File: config.mk
export PLATFORM = sky130hd
export DESIGN_NAME = neuron_scheduler
export DESIGN_NICKNAME = d
export VERILOG_FILES = /design/src/rtl/neuron_pkg.sv /design/src/rtl/neuron_param_rom.sv /design/src/rtl/neuron_scheduler.sv
export SDC_FILE = /design/constraint.sdc
export NUM_CORES = 2
export LEC_CHECK = 0
export CAP_MARGIN = 20
export CORE_ASPECT_RATIO = 0.9
export CORE_MARGIN = 2
export CORE_UTILIZATION = 55
export CTS_CLUSTER_SIZE = 40
export DETAILED_ROUTE_END_ITERATION = 6
export PLACE_DENSITY = 0.79
export SLEW_MARGIN = 10
export SYNTH_ARGS = -nofsm -noshare
export SYNTH_HDL_FRONTEND = slang
export SYNTH_SLANG_ARGS = --single-unit
File: constraint.sdc
create_clock -name clk -period 145 [get_ports clk]
set_input_delay 29 -clock clk [delete_from_list [all_inputs] [get_ports clk]]
set_output_delay 29 -clock clk [all_outputs]
set_load 0.1 [all_outputs]
File: src/rtl/neuron_pkg.sv
// neuron_pkg: shared types and IEEE-754 constants for the time-multiplexed Izhikevich scheduler
package neuron_pkg;
    typedef enum logic [2:0] {RS, IB, CH, FS, TC, RZ, LTS} dyn_t;
    typedef enum logic [1:0] {IDLE, ISSUE, DRAIN, DONE} state_t;
    typedef struct packed {
        logic [31:0] a;
        logic [31:0] b;
        logic [31:0] c;
        logic [31:0] d;
    } param_set;
    localparam logic [31:0] F_V0   = 32'hc2820000;
    localparam logic [31:0] F_U0   = 32'hc1500000;
    localparam logic [31:0] F_0P02 = 32'h3ca3d70a;
    localparam logic [31:0] F_0P05 = 32'h3d4ccccd;
    localparam logic [31:0] F_0P1  = 32'h3dcccccd;
    localparam logic [31:0] F_0P2  = 32'h3e4ccccd;
    localparam logic [31:0] F_0P25 = 32'h3e800000;
    localparam logic [31:0] F_0P26 = 32'h3e851eb8;
    localparam logic [31:0] F_M65  = 32'hc2820000;
    localparam logic [31:0] F_M55  = 32'hc25c0000;
    localparam logic [31:0] F_M50  = 32'hc2480000;
    localparam logic [31:0] F_2    = 32'h40000000;
    localparam logic [31:0] F_4    = 32'h40800000;
    localparam logic [31:0] F_8    = 32'h41000000;
endpackage

File: src/rtl/neuron_param_rom.sv
// neuron_param_rom: combinational map from neuron dynamic type to Izhikevich a/b/c/d
module neuron_param_rom
    import neuron_pkg::*;
(
    input  dyn_t     ntype,
    output param_set p
);
    always_comb begin
        p = '{F_0P02, F_0P2, F_M65, F_8};
        case (ntype)
            IB:      p = '{F_0P02, F_0P2, F_M55, F_4};
            CH:      p = '{F_0P02, F_0P2, F_M50, F_2};
            FS:      p = '{F_0P1, F_0P2, F_M65, F_2};
            TC:      p = '{F_0P02, F_0P25, F_M65, F_0P05};
            RZ:      p = '{F_0P1, F_0P26, F_M65, F_2};
            LTS:     p = '{F_0P02, F_0P25, F_M65, F_2};
            default: ;
        endcase
    end
endmodule

File: src/rtl/neuron_scheduler.sv
// neuron_scheduler: issues every neuron once per timestep to a shared datapath and retires results
// NEURON_SPIKE_COUNT_EN adds per-neuron saturating spike counters read through cnt_idx/cnt_out.
module neuron_scheduler
    import neuron_pkg::*;
#(
    parameter int N_NEURONS = 16,
    parameter int DP_LAT = 4,
    localparam int IW = $clog2(N_NEURONS)
) (
    input  logic          clk,
    input  logic          rst,
    input  logic          start,
    output logic          busy,
    output logic          done,
    input  logic          cfg_we,
    input  logic [IW-1:0] cfg_idx,
    input  logic [2:0]    cfg_type,
    input  logic [31:0]   cfg_iext,
    output logic          cfg_drop,
    output logic          dp_valid,
    output logic [IW-1:0] dp_tag,
    output logic [31:0]   dp_v,
    output logic [31:0]   dp_u,
    output logic [31:0]   dp_i,
    output logic [31:0]   dp_a,
    output logic [31:0]   dp_b,
    output logic [31:0]   dp_c,
    output logic [31:0]   dp_d,
    input  logic          dp_rvalid,
    input  logic [IW-1:0] dp_rtag,
    input  logic [31:0]   dp_vn,
    input  logic [31:0]   dp_un,
    input  logic          dp_spike,
    output logic          spike_valid,
    output logic [IW-1:0] spike_idx
`ifdef NEURON_SPIKE_COUNT_EN
    ,
    input  logic [IW-1:0] cnt_idx,
    output logic [15:0]   cnt_out
`endif
);
    localparam int OW = $clog2((DP_LAT > N_NEURONS ? DP_LAT : N_NEURONS) + 1);
    state_t        state, state_n;
    logic [IW-1:0] iss_idx;
    logic [OW-1:0] outst, outst_n;
    logic          issue, ret, last;
    dyn_t          type_mem [N_NEURONS];
    logic [31:0]   iext_mem [N_NEURONS];
    logic [31:0]   v_mem [N_NEURONS];
    logic [31:0]   u_mem [N_NEURONS];
    param_set      ps;
    assign issue   = state == ISSUE;
    assign ret     = dp_rvalid && (state == ISSUE || state == DRAIN);
    assign last    = iss_idx == IW'(N_NEURONS - 1);
    assign outst_n = outst + OW'(issue) - OW'(ret);
    // Drain ends on the cycle the final return retires, so done lands N+DP_LAT+1 after start.
    always_comb begin
        state_n = state == IDLE  ? (start ? ISSUE : IDLE) :
                  state == ISSUE ? (last ? DRAIN : ISSUE) :
                  state == DRAIN ? (outst_n == '0 ? DONE : DRAIN) : IDLE;
        busy    = state == ISSUE || state == DRAIN;
        done    = state == DONE;
    end
    always_ff @(posedge clk or posedge rst) begin
        if (rst) begin
            state       <= IDLE;
            iss_idx     <= '0;
            outst       <= '0;
            cfg_drop    <= 1'b0;
            spike_valid <= 1'b0;
            spike_idx   <= '0;
        end else begin
            state       <= state_n;
            iss_idx     <= issue ? iss_idx + 1'b1 : iss_idx;
            outst       <= outst_n;
            cfg_drop    <= cfg_we && busy;
            spike_valid <= ret && dp_spike;
            if (ret && dp_spike) spike_idx <= dp_rtag;
        end
    end
    always_ff @(posedge clk or posedge rst) begin
        if (rst) begin
            for (int k = 0; k < N_NEURONS; k++) begin
                type_mem[k] <= RS;
                iext_mem[k] <= '0;
                v_mem[k]    <= F_V0;
                u_mem[k]    <= F_U0;
            end
        end else begin
            if (ret) begin
                v_mem[dp_rtag] <= dp_vn;
                u_mem[dp_rtag] <= dp_un;
            end
            if (cfg_we && state == IDLE) begin
                type_mem[cfg_idx] <= cfg_type == 3'd7 ? RS : dyn_t'(cfg_type);
                iext_mem[cfg_idx] <= cfg_iext;
            end
        end
    end
    neuron_param_rom u_rom (.ntype(type_mem[iss_idx]), .p(ps));
    // Issue fields are gated so every datapath output reads zero outside ISSUE.
    always_comb begin
        dp_valid = issue;
        dp_tag   = issue ? iss_idx : '0;
        dp_v     = issue ? v_mem[iss_idx] : '0;
        dp_u     = issue ? u_mem[iss_idx] : '0;
        dp_i     = issue ? iext_mem[iss_idx] : '0;
        dp_a     = issue ? ps.a : '0;
        dp_b     = issue ? ps.b : '0;
        dp_c     = issue ? ps.c : '0;
        dp_d     = issue ? ps.d : '0;
    end
`ifdef NEURON_SPIKE_COUNT_EN
    logic [15:0] spk_cnt [N_NEURONS];
    always_ff @(posedge clk or posedge rst) begin
        if (rst) begin
            for (int k = 0; k < N_NEURONS; k++) spk_cnt[k] <= '0;
        end else if (ret && dp_spike && spk_cnt[dp_rtag] != 16'hffff) begin
            spk_cnt[dp_rtag] <= spk_cnt[dp_rtag] + 1'b1;
        end
    end
    assign cnt_out = spk_cnt[cnt_idx];
`endif
endmodule

# Yosys cells after proc, flatten, opt, wreduce, memory -nomap -nowiden
# Index checks and enable logic that the tools add are counted.
[word_totals] regBits=1601 latch_bits=0 ram_bits=0 romBits=0 n_memories=0
[classes] addsub=3 n_mul=0 n_div=0 order_cmp=5 eq_ne=11 shift=0 n_mux=38 n_bitwise=3 n_reduce_logical=9
[ops] operator="512-bit bitwise mux" count=3
[ops] operator="121-bit case mux with 6 select lines" count=1
[ops] operator="32-bit 2-to-1 mux" count=15
[ops] operator="32-bit binary-select mux with 4-bit select" count=3
[ops] operator="32-bit demux with 4-bit select" count=2
[ops] operator="48-bit bitwise mux" count=1
[ops] operator="5-bit greater-or-equal comparator, second input constant" count=3
[ops] operator="4-bit NOT with 5-bit output" count=3
[ops] operator="3-bit binary-select mux with 4-bit select" count=1
[ops] operator="3-bit demux with 4-bit select" count=1
[ops] operator="3-bit == test, second input constant" count=4
[ops] operator="3-bit 2-to-1 mux" count=4
[ops] operator="5-bit by 1-bit < comparator with 1-bit output, second input constant" count=2
[ops] operator="2-bit 2-to-1 mux" count=4
[ops] operator="3-bit by 2-bit == test with 1-bit output, second input constant" count=2
[ops] operator="1-bit logical AND" count=6
[ops] operator="5-bit by 1-bit adder with 5-bit output" count=1
[ops] operator="5-bit logical NOT" count=1
[ops] operator="5-bit by 1-bit subtractor with 5-bit output" count=1
[ops] operator="4-bit by 1-bit adder with 4-bit output, second input constant" count=1
[ops] operator="2-bit == test, second input constant" count=2
[ops] operator="4-bit == test, second input constant" count=1
[ops] operator="4-bit 2-to-1 mux" count=1
[ops] operator="3-bit by 1-bit == test with 1-bit output, second input constant" count=1
[ops] operator="other kinds (4)" count=5

# Logic depth before layout (Yosys ltp)
[depth] depth_word=9 depth_mapped=13 mapped_depth_nobuf=13

# Hierarchy
# A second synthesis with hierarchy kept.
[hier_totals] cells_unflattened=4706 hier_area_um2=74183.6
[by_module_without_submodules] mod="neuron_scheduler" instances=1 cells_each=4569 area_per_inst_um2=73162.7 seq_area_each_um2=40263.6
[by_module_without_submodules] mod="neuron_param_rom" instances=1 cells_each=137 area_per_inst_um2=1021.0 seq_area_each_um2=0.0

# Worst setup path before layout
# No wires, ideal clock.
[synth_path] path_type="register to output" from="register (tool-made name)" to="output port dp_d[10]" t_arrival_ns=5.490 required_ns=116.000 path_slack_ns=110.510 stages_incl_launch_ff=7 path_cell_list="dfrtp_1 inv_1 ha_1 clkbuf_1 nand2_1 nor3_1 buf_4"
[synth_lines] item="end, declared" line_no="neuron_scheduler.sv:28" rtl="output logic [31:0] dp_d,"

# Worst setup path in the final report
[layout_path] from="register iss_idx[0]" to="output port dp_v[21]"
[layout_between] elab_chain_len=5
[layout_rtl] item="start, declared" line_no="neuron_scheduler.sv:44" rtl="logic [IW-1:0] iss_idx;"
[layout_rtl] item="start signal, assigned" line_no="neuron_scheduler.sv:74" rtl="iss_idx <= issue ? iss_idx + 1'b1 : iss_idx;"
[layout_rtl] item="4-bit NOT with 5-bit output (implied by the code)" line_no="neuron_scheduler.sv:105" rtl="dp_v = issue ? v_mem[iss_idx] : '0;"
[layout_rtl] item="32-bit binary-select mux with 4-bit select" line_no="neuron_scheduler.sv:105"
[layout_rtl] item="32-bit 2-to-1 mux (implied by the code) (2 in a row)" line_no="neuron_scheduler.sv:105"
[layout_rtl] item="32-bit 2-to-1 mux" line_no="neuron_scheduler.sv:105"
[layout_rtl] item="end, declared" line_no="neuron_scheduler.sv:22" rtl="output logic [31:0] dp_v,"
# Every way passes these cells. The select of a mux whose other input is x is not followed.

==> impl_metrics.toml <==
[hold_path]
hold_depth = 2
min-delay-start = "type_mem[12]$_DFFE_PP0P_"
hold_class = "reg -> reg"
hold_end = "type_mem[12]$_DFFE_PP0P_"

[clock_network]
cts_made_buffers = 162
ctsHoldBuffers = 0
h-tree-depth = 4
cts_root_buf = "clkbuf_16"
post_cts_buffers = 0
worstSkewPairLatency_ns = 0.79
clockBufferDepth = 3
clock_sinks = 1601
clk_pin_slew_worst_paths_ns = 0.06
tritoncts = "built"
postCtsResizedCells = 0

[yosys]
synth_top_area_share = 0.493
synth.most_common_cell = "dfrtp_1"
ys_ff_latch = 1601
ys_types = 43
synth_area_leaders = "dfrtp_1, mux2_2, mux4_2"
yosys-top-cells-count = "dfrtp_1, mux2_2, mux4_2"
syn-cell-area_um2 = 73200
ys.flop_type = "dfrtp_1"
synth-edff-count = 0
syn_inst = 4542
syn_avg_cell_area_um2 = 16.1
yosysSeqAreaShare = 0.550
ys_warn_count = 0
synth-async-reset-ratio = 1.00
synth_top_cell_by_area = "dfrtp_1"

[power_and_ir_drop]
finalPower_w = 0.00204
clkPwrFrac = 0.209
max-vdd-ir-drop_mv = 0.0277
intPower_w = 0.00130
combPwrFrac = 0.418
power_frac_seq = 0.373
p_leak_nw = 36.5
p_sw_frac = 0.366
powerDensity_nw_per_um2 = 24.8
power.switching_w = 0.000746

[drt]
wl_per_cell_um = 26.9
drc = 0
drt_iter0_drc = 2868
met3_length_um = 11000
vias = 40300
top_layer = "met5"
postRouteAntennaNets = 0
drt-pass1-iter-count = 5
wl_met2_um = 82800
wl_met1_um = 76900
drt_wl_total_um = 175000
avgViaCountPerCell = 6.20

[grt]
grt_util_all_layers = 0.262
globalRoute.totalOverflow = 0
grt_pass1_vias = 43100
grt_pass1_wl_um = 270000
grt_max_degree = 194
antenna_found_initial = 28

[critical_path]
startpoint_type = "flop"
rrSetupSlack_ns = 140.78
worst-r2r-cell-count = 9
path_max_fanout = 51
cp_slowest_cell = "clkdlybuf4s50_1"
arrival_ns = 7.59
r2r_end = "u_mem[326]$_DFFE_PP0P_"
worstPathRequired_ns = 116.00
slowest_delay_ns = 0.97
critPathMostFrequentCell = "buf_4"
critPathKind = "reg -> out"
cpLargestDelayFamily = "buffers and inverters"
crit_path_cell_trace = "buf_4 > buf_4 > buf_4 > buf_4 > mux4_2 > mux4_2 > and2_1 > clkdlybuf4s50_1"
critPathCaptureType = "output port"
timing.rr.start = "state[0]$_DFF_PP0_"
critical_path_buf_inv_count = 5

[floorplanning]
ios = 350
die_w_um = 388
start_util = 0.556
core_area_um2 = 132000
die_height_um = 350
dieArea_um2 = 136000
std_cell_rows = 126

[timing]
clock_skew_ns = 0.0140
finalHoldViolCount = 0
finalCriticalPeriod_ns = 36.59
slew_violations = 0
whs_ns = 0.475
clock.fmax_mhz = 27.3
slew_headroom = 0.232
worst_slew_pin_slew_ns = 1.15
fin_crit_sh = 0.252
tns_ns = 0
finalSetupViolCount = 0
rsz0062_at_grt = "false"

[final_layout]
nNetsFinal = 4755
fin_cells = 6507
drive_gt1_frac = 0.462
synthToLayoutAreaGrowth_pct = 12.6

[place]
dpl.hpwl_um = 97300
io_buffers = 297
globalplace.congestion = 0.746
dp.cells = 6192

[outcome]
status = "finished clean"

[job]
drv_cap = 0
layout make-up:
cell class	count	area [um2]
inverters	12	52.6
well taps	1728	2160
diodes	9	22.5
flip-flops and latches	1601	40300
clock inverters	46	607
clock buffers	256	4850
repair buffers	381	3710
multi-input cells	2474	30700
fillers	9273	49300
sequential cells by signal, summed over array words and instances, names as in the netlist, 4 cells and up, named ones only:
signal	cells
iss_idx	4
spike_idx	4
outst	5
iext_mem	512
v_mem	512
u_mem	512
type_mem	48
metal layers:
layer	GRT usage	up-vias
met5	0	-
met4	0.0812	26
met3	0.0579	256
met2	0.405	1074
met1	0.376	22200
li1	-	16800
kinds of logic (layout without fill, tap and decap cells):
family / Yosys count / after routing / share of synthesized area
AOI/OAI and AO/OA: 65 / 65 / 0.00491
xor gates and xnor gates: 8 / 8 / 0.000958
adders and majority gates: 10 / 10 / 0.00181
buffers and inverters: 518 / 695 / 0.0356
DFF: 1601 / 1601 / 0.550
muxes: 2001 / 2001 / 0.384
other: 1 / 61 / 0.0000513
and+or+nand+nor: 338 / 338 / 0.0226
placed cells by master (no fill, tap or decap), drive strengths merged, types with 52 or more instances in the layout:
cell,synthesis,routed
dfrtp,1441,1441
buf,251,84
dfstp,160,160
nand2,177,177
and2,101,101
clkdlybuf4s50,0,297
clkbuf,255,256
conb,1,52
mux2,1509,1509
mux4,492,492
metrics by stage:
| stage | utilization | setup WS [ns] | instance area (um2) |
|---|---|---|---|
| final | 0.626 | 108.41 | 82400 |
| after global routing | 0.626 | 107.72 | 82400 |
| after CTS | 0.625 | 108.14 | 82200 |
| after detailed placement | 0.583 | 108.99 | 76800 |
| after global placement | 0.583 | 109.02 | 76800 |
| after floorplan | - | 71.09 | 73300 |
power groups by stage:
| stage | Combinational, W | Sequential, W | Clock (W) |
|---|---|---|---|
| after floorplan | 0.000711 | 0.000731 | 0 |
| after global placement | 0.000842 | 0.000753 | 0 |
| after detailed placement | 0.000858 | 0.000765 | 0 |
| after CTS | 0.000862 | 0.000759 | 0.000434 |
| after global routing | 0.000900 | 0.000783 | 0.000454 |
| final | 0.000854 | 0.000761 | 0.000427 |
worst register-to-register path: cells and delay by family, from the launching register on:
family | cells | cell delay, ns
flip-flops | 1 | 0.48
multiplexers | 1 | 0.47
buffers and inverters | 3 | 1.41
AND/OR/NAND/NOR | 4 | 1.04
adder cells (fa/ha/maj) | 1 | 0.68
worst max-delay path by stage:
stage | cells past startpoint | slack [ns] | startpoint | endpoint
floorplan | 1 | 71.09 | rst | asynchronous set/reset pin
global placement | 8 | 109.02 | iss_idx[0]$_DFFE_PP0N_ | dp_v[21]
detailed placement | 8 | 108.99 | iss_idx[0]$_DFFE_PP0N_ | dp_v[21]
CTS | 8 | 108.14 | iss_idx[0]$_DFFE_PP0N_ | dp_v[21]
global route | 8 | 107.72 | iss_idx[0]$_DFFE_PP0N_ | dp_v[30]
finish | 8 | 108.41 | iss_idx[0]$_DFFE_PP0N_ | dp_v[21]
Note: power is estimated with default switching activity, not from simulation.
